$ cat src/rtl/peripheral_bb_pkg.sv
// Shared types and helpers for bb-bus slaves: FSM state encoding,
// index-width calculation and the byte-lane write merge.
package peripheral_bb_pkg;

    typedef enum logic [1:0] {
        BB_IDLE,
        BB_WAIT,
        BB_DONE
    } bb_state_t;

    // Widest bus any bb slave supports; bb_merge works at this width.
    localparam int BB_MAX_W = 64;

    // Number of address bits needed to select one of n registers.
    function automatic int bb_idx_w(input int n);
        return (n > 1) ? $clog2(n) : 1;
    endfunction

    // Byte b of the result comes from din when wen[b] is set, else from old.
    function automatic logic [BB_MAX_W-1:0] bb_merge(input logic [BB_MAX_W-1:0] old,
                                                     input logic [BB_MAX_W-1:0] din,
                                                     input logic [BB_MAX_W/8-1:0] wen);
        logic [BB_MAX_W-1:0] r;
        r = old;
        for (int b = 0; b < BB_MAX_W / 8; b++) begin
            if (wen[b]) r[b*8 +: 8] = din[b*8 +: 8];
        end
        return r;
    endfunction

endpackage

$ cat src/rtl/peripheral_bb_wait_counter.sv
// Four-bit loadable down-counter used to insert wait states in bb slaves.
// done is high while the count sits at 1, i.e. the last wait cycle.
module peripheral_bb_wait_counter (
    input  logic       clk,
    input  logic       rst,
    input  logic       load,
    input  logic [3:0] load_val,
    input  logic       en,
    input  logic       clr,
    output logic       done
);

    logic [3:0] count;

    // Clear and load take priority over decrement; the count never wraps below zero.
    always_ff @(posedge clk) begin
        if (rst || clr) begin
            count <= '0;
        end else if (load) begin
            count <= load_val;
        end else if (en && count != 4'd0) begin
            count <= count - 4'd1;
        end
    end

    assign done = (count == 4'd1);

endmodule

$ cat src/rtl/peripheral_bb_regfile.sv
// Parametrised bb-bus register-file slave with wait states, byte-lane
// writes, a one-cycle ready strobe, per-register write strobes and a
// flat export of all registers for downstream logic.
module peripheral_bb_regfile
    import peripheral_bb_pkg::*;
#(
    parameter int                    DATA_WIDTH  = 16,
    parameter int                    ADDR_WIDTH  = 16,
    parameter int                    NUM_REGS    = 8,
    parameter logic [ADDR_WIDTH-1:0] BASE_ADDR   = ADDR_WIDTH'(16'h0100),
    parameter int                    WAIT_STATES = 1,
    parameter logic [DATA_WIDTH-1:0] RESET_VAL   = '0
) (
    input  logic                           mclk,
    input  logic                           rst,
    input  logic                           cen,
    input  logic [DATA_WIDTH/8-1:0]        wen,
    input  logic [ADDR_WIDTH-1:0]          addr,
    input  logic [DATA_WIDTH-1:0]          din,
    output logic [DATA_WIDTH-1:0]          dout,
    output logic                           ready,
    output logic [NUM_REGS*DATA_WIDTH-1:0] reg_o,
    output logic [NUM_REGS-1:0]            wr_stb
);

    localparam int         IDX_W   = bb_idx_w(NUM_REGS);
    localparam int         NB      = DATA_WIDTH / 8;
    localparam logic [3:0] WAIT_LD = 4'(WAIT_STATES);

    bb_state_t             state;
    bb_state_t             state_nx;
    logic                  hit;
    logic                  accept;
    logic                  cnt_load;
    logic                  cnt_en;
    logic                  cnt_clr;
    logic                  cnt_done;
    logic                  complete;
    logic                  is_write;
    logic [IDX_W-1:0]      idx_q;
    logic [NB-1:0]         wen_q;
    logic [DATA_WIDTH-1:0] din_q;
    logic [DATA_WIDTH-1:0] merged;
    logic [NUM_REGS-1:0]   stb_sel;
    logic [DATA_WIDTH-1:0] regs [NUM_REGS];

    assign hit = cen && (addr[ADDR_WIDTH-1:IDX_W] == BASE_ADDR[ADDR_WIDTH-1:IDX_W]);

    peripheral_bb_wait_counter u_wait (
        .clk      (mclk),
        .rst      (rst),
        .load     (cnt_load),
        .load_val (WAIT_LD),
        .en       (cnt_en),
        .clr      (cnt_clr),
        .done     (cnt_done)
    );

    // State register.
    always_ff @(posedge mclk) begin
        if (rst) state <= BB_IDLE;
        else     state <= state_nx;
    end

    // Next-state and per-cycle control; dropping cen mid-wait abandons the access.
    always_comb begin
        state_nx = state;
        accept   = 1'b0;
        cnt_load = 1'b0;
        cnt_en   = 1'b0;
        cnt_clr  = 1'b0;
        complete = 1'b0;
        case (state)
            BB_IDLE: begin
                if (hit) begin
                    accept   = 1'b1;
                    cnt_load = 1'b1;
                    state_nx = (WAIT_STATES == 0) ? BB_DONE : BB_WAIT;
                end
            end
            BB_WAIT: begin
                if (!cen) begin
                    cnt_clr  = 1'b1;
                    state_nx = BB_IDLE;
                end else if (cnt_done) begin
                    state_nx = BB_DONE;
                end else begin
                    cnt_en = 1'b1;
                end
            end
            BB_DONE: begin
                complete = 1'b1;
                state_nx = BB_IDLE;
            end
            default: state_nx = BB_IDLE;
        endcase
    end

    // Capture the request at acceptance so later bus changes cannot affect it.
    always_ff @(posedge mclk) begin
        if (accept) begin
            idx_q <= addr[IDX_W-1:0];
            wen_q <= wen;
            din_q <= din;
        end
    end

    assign is_write = |wen_q;
    assign merged   = DATA_WIDTH'(bb_merge(BB_MAX_W'(regs[idx_q]), BB_MAX_W'(din_q),
                                           (BB_MAX_W/8)'(wen_q)));

    // One-hot select of the captured register for the write strobe.
    always_comb begin
        stb_sel        = '0;
        stb_sel[idx_q] = 1'b1;
    end

    // Register array; writes land on the completion edge.
    always_ff @(posedge mclk) begin
        if (rst) begin
            for (int i = 0; i < NUM_REGS; i++) regs[i] <= RESET_VAL;
        end else if (complete && is_write) begin
            regs[idx_q] <= merged;
        end
    end

    // Registered bus outputs; dout is zero except on a read completion so it can be OR-ed.
    always_ff @(posedge mclk) begin
        if (rst) begin
            dout   <= '0;
            ready  <= 1'b0;
            wr_stb <= '0;
        end else begin
            ready  <= complete;
            dout   <= (complete && !is_write) ? regs[idx_q] : '0;
            wr_stb <= (complete && is_write) ? stb_sel : '0;
        end
    end

    // Flatten the register array for downstream logic.
    always_comb begin
        for (int i = 0; i < NUM_REGS; i++) reg_o[i*DATA_WIDTH +: DATA_WIDTH] = regs[i];
    end

endmodule

$ cat config.mk
export PLATFORM = sky130hd
export DESIGN_NAME = peripheral_bb_regfile
export DESIGN_NICKNAME = d
export VERILOG_FILES = /design/src/rtl/peripheral_bb_pkg.sv /design/src/rtl/peripheral_bb_wait_counter.sv /design/src/rtl/peripheral_bb_regfile.sv
export SDC_FILE = /design/constraint.sdc
export NUM_CORES = 1
export LEC_CHECK = 0
export CAP_MARGIN = 20
export CORE_MARGIN = 8
export CORE_UTILIZATION = 53
export DETAILED_ROUTE_END_ITERATION = 16
export GPL_TIMING_DRIVEN = 0
export HOLD_SLACK_MARGIN = 0.15
export PLACE_DENSITY = 0.85
export SLEW_MARGIN = 20
export SYNTH_ARGS = -nofsm -noshare
export SYNTH_HDL_FRONTEND = slang
export SYNTH_SLANG_ARGS = --single-unit
$ cat constraint.sdc
create_clock -name mclk -period 5.2 [get_ports mclk]
set_clock_uncertainty 0.1 [all_clocks]
set_input_delay 1.04 -clock mclk [delete_from_list [all_inputs] [get_ports mclk]]
set_output_delay 1.04 -clock mclk [all_outputs]
set_load 0.02 [all_outputs]
==> results.txt <==
The row count is 44. The aggregate global-route resource usage came out at 26.2%. The average wire length per cell after detail routing is about 26 um. The via density per instance is 6.33. The run finished with clean final reports. The initial utilization of the core area, before any placement, comes to about 54%. The count of unique library cells instantiated by Yosys is between 40 and 50.

The core box area is 0.0145 mm^2. Buffers added to address setup during post-CTS repair amount to 0. The number of filler cells placed in the layout came out at 928. The count of maximum capacitance violations is 0. STA classifies the critical path endpoint as a register. The net count after synthesis came out at 595. The startpoint identified for the worst hold timing path is u_wait.count[1]. The die covers between 0.015 and 0.02 mm^2. The number of top-level pins came out at 190. The worst relative slew slack came out at 23.0%. During placement, the flow inserted port buffers numbering 189. The initial antenna violation count came out at 0. The reg2reg setup slack came out at between 1500 and 2000 ps. The worst ir drop on vdd is 203 uV. The buffer type at the clock tree root is sky130_fd_sc_hd__clkbuf_16. TritonCTS built the clock tree.

The total standard cell area after synthesis came out at between 0.007 and 0.008 mm^2. OpenSTA, run right after detailed placement, puts the worst setup slack at 1300 ps. The via count of the first global-routing pass came to 6138.

After the last flow step, the layout net total stands at 803. The number of vias after detailed routing is 6082. The setup TNS is 0 ps.

The final count of pins violating max slew came out at 0. Detailed placement finished with a half-perimeter wire length of 17.0 mm. The transition at the pin with the smallest max-transition slack came out at 1150 ps.

The number of flops mapped to enable cells by yosys came out at 149. The number of cells on the worst hold path came out at 2. The H-tree depth came out at 4. In the post-route analysis, the smallest setup slack over all paths is 1670 ps. The area taken by flip-flops and latches came out at 0.00515 mm^2. The cell area power density came out at 296 mW/mm^2. In the final layout, the share of cells above drive strength 1 is 13.0%. The reg-to-reg startpoint is wen_q[0]. The total congestion overflow after global routing came out at 0.

The final number of hold-violating endpoints came to 0. The die boundary width came out at ~140 um. The floorplan die height is approximately 140 um. In this run the worst path has a maximum fanout of 16. The iteration count of the initial detailed-routing pass came out at 5.

The total clock buffers created by CTS is 17. The timing-limited maximum frequency came out at ~280 MHz. In the routed design, unresolved DRC markers number 0. In this run the critical register-to-register path is captured at regs[3][4]. The weighted congestion at the end of routability-driven global placement came out at 0.856. The starting DRC count in detailed routing came out at 789. In the synthesized netlist, the number of instances is 556. The layout overhead on the synthesized area is 34.6%. The number of synthesized register bits is approximately 180. The final count of negative-setup-slack endpoints is 0. The leakage power figure came out at 0.00383 uW. The number of clock sinks is 183. The kind of critical path is primary input to register. Setup repair after global routing left no endpoint under its margin. The startpoint class of the critical path is a primary input. After synthesis, the share of flip-flops with an asynchronous set or reset is 0%.

The worst path uses 67.9% of the clock period. The final period demand of the worst path came out at 3530 ps. The post-detailed-route count of antenna-violating nets is 0. The hold buffer count at CTS is 0.

In the post-synthesis netlist, the biggest area contributors are sky130_fd_sc_hd__edfxtp_1 (57%), sky130_fd_sc_hd__dfxtp_1 (8.7%), sky130_fd_sc_hd__nor3_1 (5.8%). The arrival time of data at the critical path endpoint is 3480 ps. For the worst-skew pair, the clock arrives at the later sink with an insertion delay of 440 ps. STA puts the critical path data required time at 5150 ps. The antenna diode count came out at 0. The pin count of the biggest net entering global routing is 22. The final wirelength came out at 24.9 mm.

The global-route wire length before repair is approximately 36 mm. Of the synthesized area, sequential elements account for around two thirds. The end point of the worst hold path is u_wait.count[1]. The clock transition time at the flip-flop clock pins of the worst setup and hold paths is 60 ps. The number of cells on the worst reg-to-reg path is 5. Post-CTS repair changed the size of 0 cells. The largest area contributor in the netlist is sky130_fd_sc_hd__edfxtp_1. Counting along the longest clock path gives a buffer depth of 2. The multi-input logic area came out at 0.00239 mm^2. The worst min-delay path category is register to register. The number of warning messages in the yosys log is 0. The top cell type by area accounts for 57.1% of the synthesized area.

The synthesized area divided by synthesized cell count is 14.1 um^2. Among all flip-flop cells after synthesis, the most frequent one is sky130_fd_sc_hd__edfxtp_1.
## stage by stage
step	utilization [%]	cells	hold WS [ps]	power, uW	area, um^2
after floorplan	-	556	381	1740	7840
after global placement	68.8	929	393	1860	9960
after detailed placement	68.8	929	425	1870	9960
after CTS	72.9	961	433	3110	10600
after global routing	72.9	961	484	3180	10600
final	72.9	961	426	3120	10600
## flip-flops by register name, indices dropped and copies added, names as in the netlist, named ones only
name          count
dout             16
wen_q             2
state             2
u_wait.count      4
ready             1
idx_q             3
regs            128
wr_stb            8
din_q            16
## final cells by class
cell class | count | area share, %
repair buffers | 189 | 17.9
clock buffers | 25 | 4.69
multi-input cells | 322 | 22.7
clock inverters | 7 | 0.877
plain buffers | 39 | 2.38
flip-flops and latches | 183 | 48.8
inverters | 12 | 0.427
well taps | 184 | 2.18
## layer usage
metal | GRT usage, % | share of wire, % | vias to the layer above
met2 | 44.6 | 50 | 521
met1 | 28.4 | 34 | 2933
met5 | 0 | 0 | -
met4 | 13.7 | 4.3 | 0
li1 | - | - | 2516
met3 | 8.72 | 12 | 112
## layout by cell type (no fill, tap or decap), types with 3 or more instances in the layout
cell type / netlist / layout
sky130_fd_sc_hd__mux2i_1: 22 / 22
sky130_fd_sc_hd__and3_1: 5 / 5
sky130_fd_sc_hd__clkbuf_1: 10 / 14
sky130_fd_sc_hd__buf_1: 12 / 12
sky130_fd_sc_hd__nand2_2: 6 / 6
sky130_fd_sc_hd__and4_1: 11 / 11
sky130_fd_sc_hd__mux4_2: 5 / 5
sky130_fd_sc_hd__nor2b_1: 19 / 19
sky130_fd_sc_hd__clkbuf_16: 0 / 17
sky130_fd_sc_hd__mux2_2: 30 / 30
sky130_fd_sc_hd__o22a_1: 11 / 11
sky130_fd_sc_hd__dfxtp_1: 34 / 34
sky130_fd_sc_hd__clkbuf_8: 0 / 4
sky130_fd_sc_hd__mux4_1: 5 / 5
sky130_fd_sc_hd__a22oi_1: 11 / 11
sky130_fd_sc_hd__nor2_1: 48 / 48
sky130_fd_sc_hd__nand2_1: 6 / 6
sky130_fd_sc_hd__nand2b_1: 8 / 7
sky130_fd_sc_hd__o21bai_4: 4 / 4
sky130_fd_sc_hd__buf_2: 3 / 3
sky130_fd_sc_hd__a21oi_1: 13 / 13
sky130_fd_sc_hd__inv_1: 12 / 12
sky130_fd_sc_hd__nor3_2: 3 / 3
sky130_fd_sc_hd__clkdlybuf4s50_1: 0 / 189
sky130_fd_sc_hd__clkinvlp_4: 0 / 3
sky130_fd_sc_hd__nor3_1: 91 / 91
sky130_fd_sc_hd__edfxtp_1: 149 / 149
sky130_fd_sc_hd__buf_6: 11 / 11
## critical path, stage by stage
cell and delay (ps):
sky130_fd_sc_hd__clkdlybuf4s50_1 460, sky130_fd_sc_hd__or3b_4 440, sky130_fd_sc_hd__nor3b_4 380, sky130_fd_sc_hd__nand2_2 280
sky130_fd_sc_hd__nand2b_1 870
## cells by family after synthesis
family / Yosys count / synth area share [%]
flip-flops: 183 / 65.7
AO/OA/AOI/OAI: 44 / 4.64
buffers and inverters: 51 / 3.78
AND/OR/NAND/NOR: 212 / 15.1
multiplexers: 62 / 10.2
XOR/XNOR: 2 / 0.223
adder cells (fa/ha/maj): 2 / 0.319
## worst max-delay path by stage
stage | from | to | slack (ps) | cells after the start
CTS | rst | regs[3][4] | 1700 | 5
global placement | rst | regs[3][10] | 1360 | 5
detailed placement | rst | regs[2][10] | 1300 | 5
finish | rst | regs[3][4] | 1670 | 5
floorplan | rst | regs[5][0] | 2310 | 4
global route | rst | regs[3][9] | 1660 | 5
## synth_stat cells, types with 2 or more instances
library cell	number
sky130_fd_sc_hd__a21oi_1	13
sky130_fd_sc_hd__a22oi_1	11
sky130_fd_sc_hd__and3_1	5
sky130_fd_sc_hd__and4_1	11
sky130_fd_sc_hd__buf_1	12
sky130_fd_sc_hd__buf_2	3
sky130_fd_sc_hd__buf_4	2
sky130_fd_sc_hd__buf_6	11
sky130_fd_sc_hd__clkbuf_1	10
sky130_fd_sc_hd__dfxtp_1	34
sky130_fd_sc_hd__edfxtp_1	149
sky130_fd_sc_hd__ha_1	2
sky130_fd_sc_hd__inv_1	12
sky130_fd_sc_hd__mux2_2	30
sky130_fd_sc_hd__mux2i_1	22
sky130_fd_sc_hd__mux4_1	5
sky130_fd_sc_hd__mux4_2	5
sky130_fd_sc_hd__nand2_1	6
sky130_fd_sc_hd__nand2_2	6
sky130_fd_sc_hd__nand2b_1	8
sky130_fd_sc_hd__nand3_4	2
sky130_fd_sc_hd__nor2_1	48
sky130_fd_sc_hd__nor2b_1	19
sky130_fd_sc_hd__nor3_1	91
sky130_fd_sc_hd__nor3_2	3
sky130_fd_sc_hd__nor3b_1	2
sky130_fd_sc_hd__nor4_1	2
sky130_fd_sc_hd__nor4b_1	2
sky130_fd_sc_hd__o21bai_4	4
sky130_fd_sc_hd__o22a_1	11
sky130_fd_sc_hd__xnor2_1	2
## power by group
part / switching (uW) / total, uW / internal [uW]
Clock: 523 / 1280 / 757
Combinational: 106 / 202 / 95.5
Sequential: 23.5 / 1640 / 1610
No activity file was read; power rests on OpenSTA's default activity.
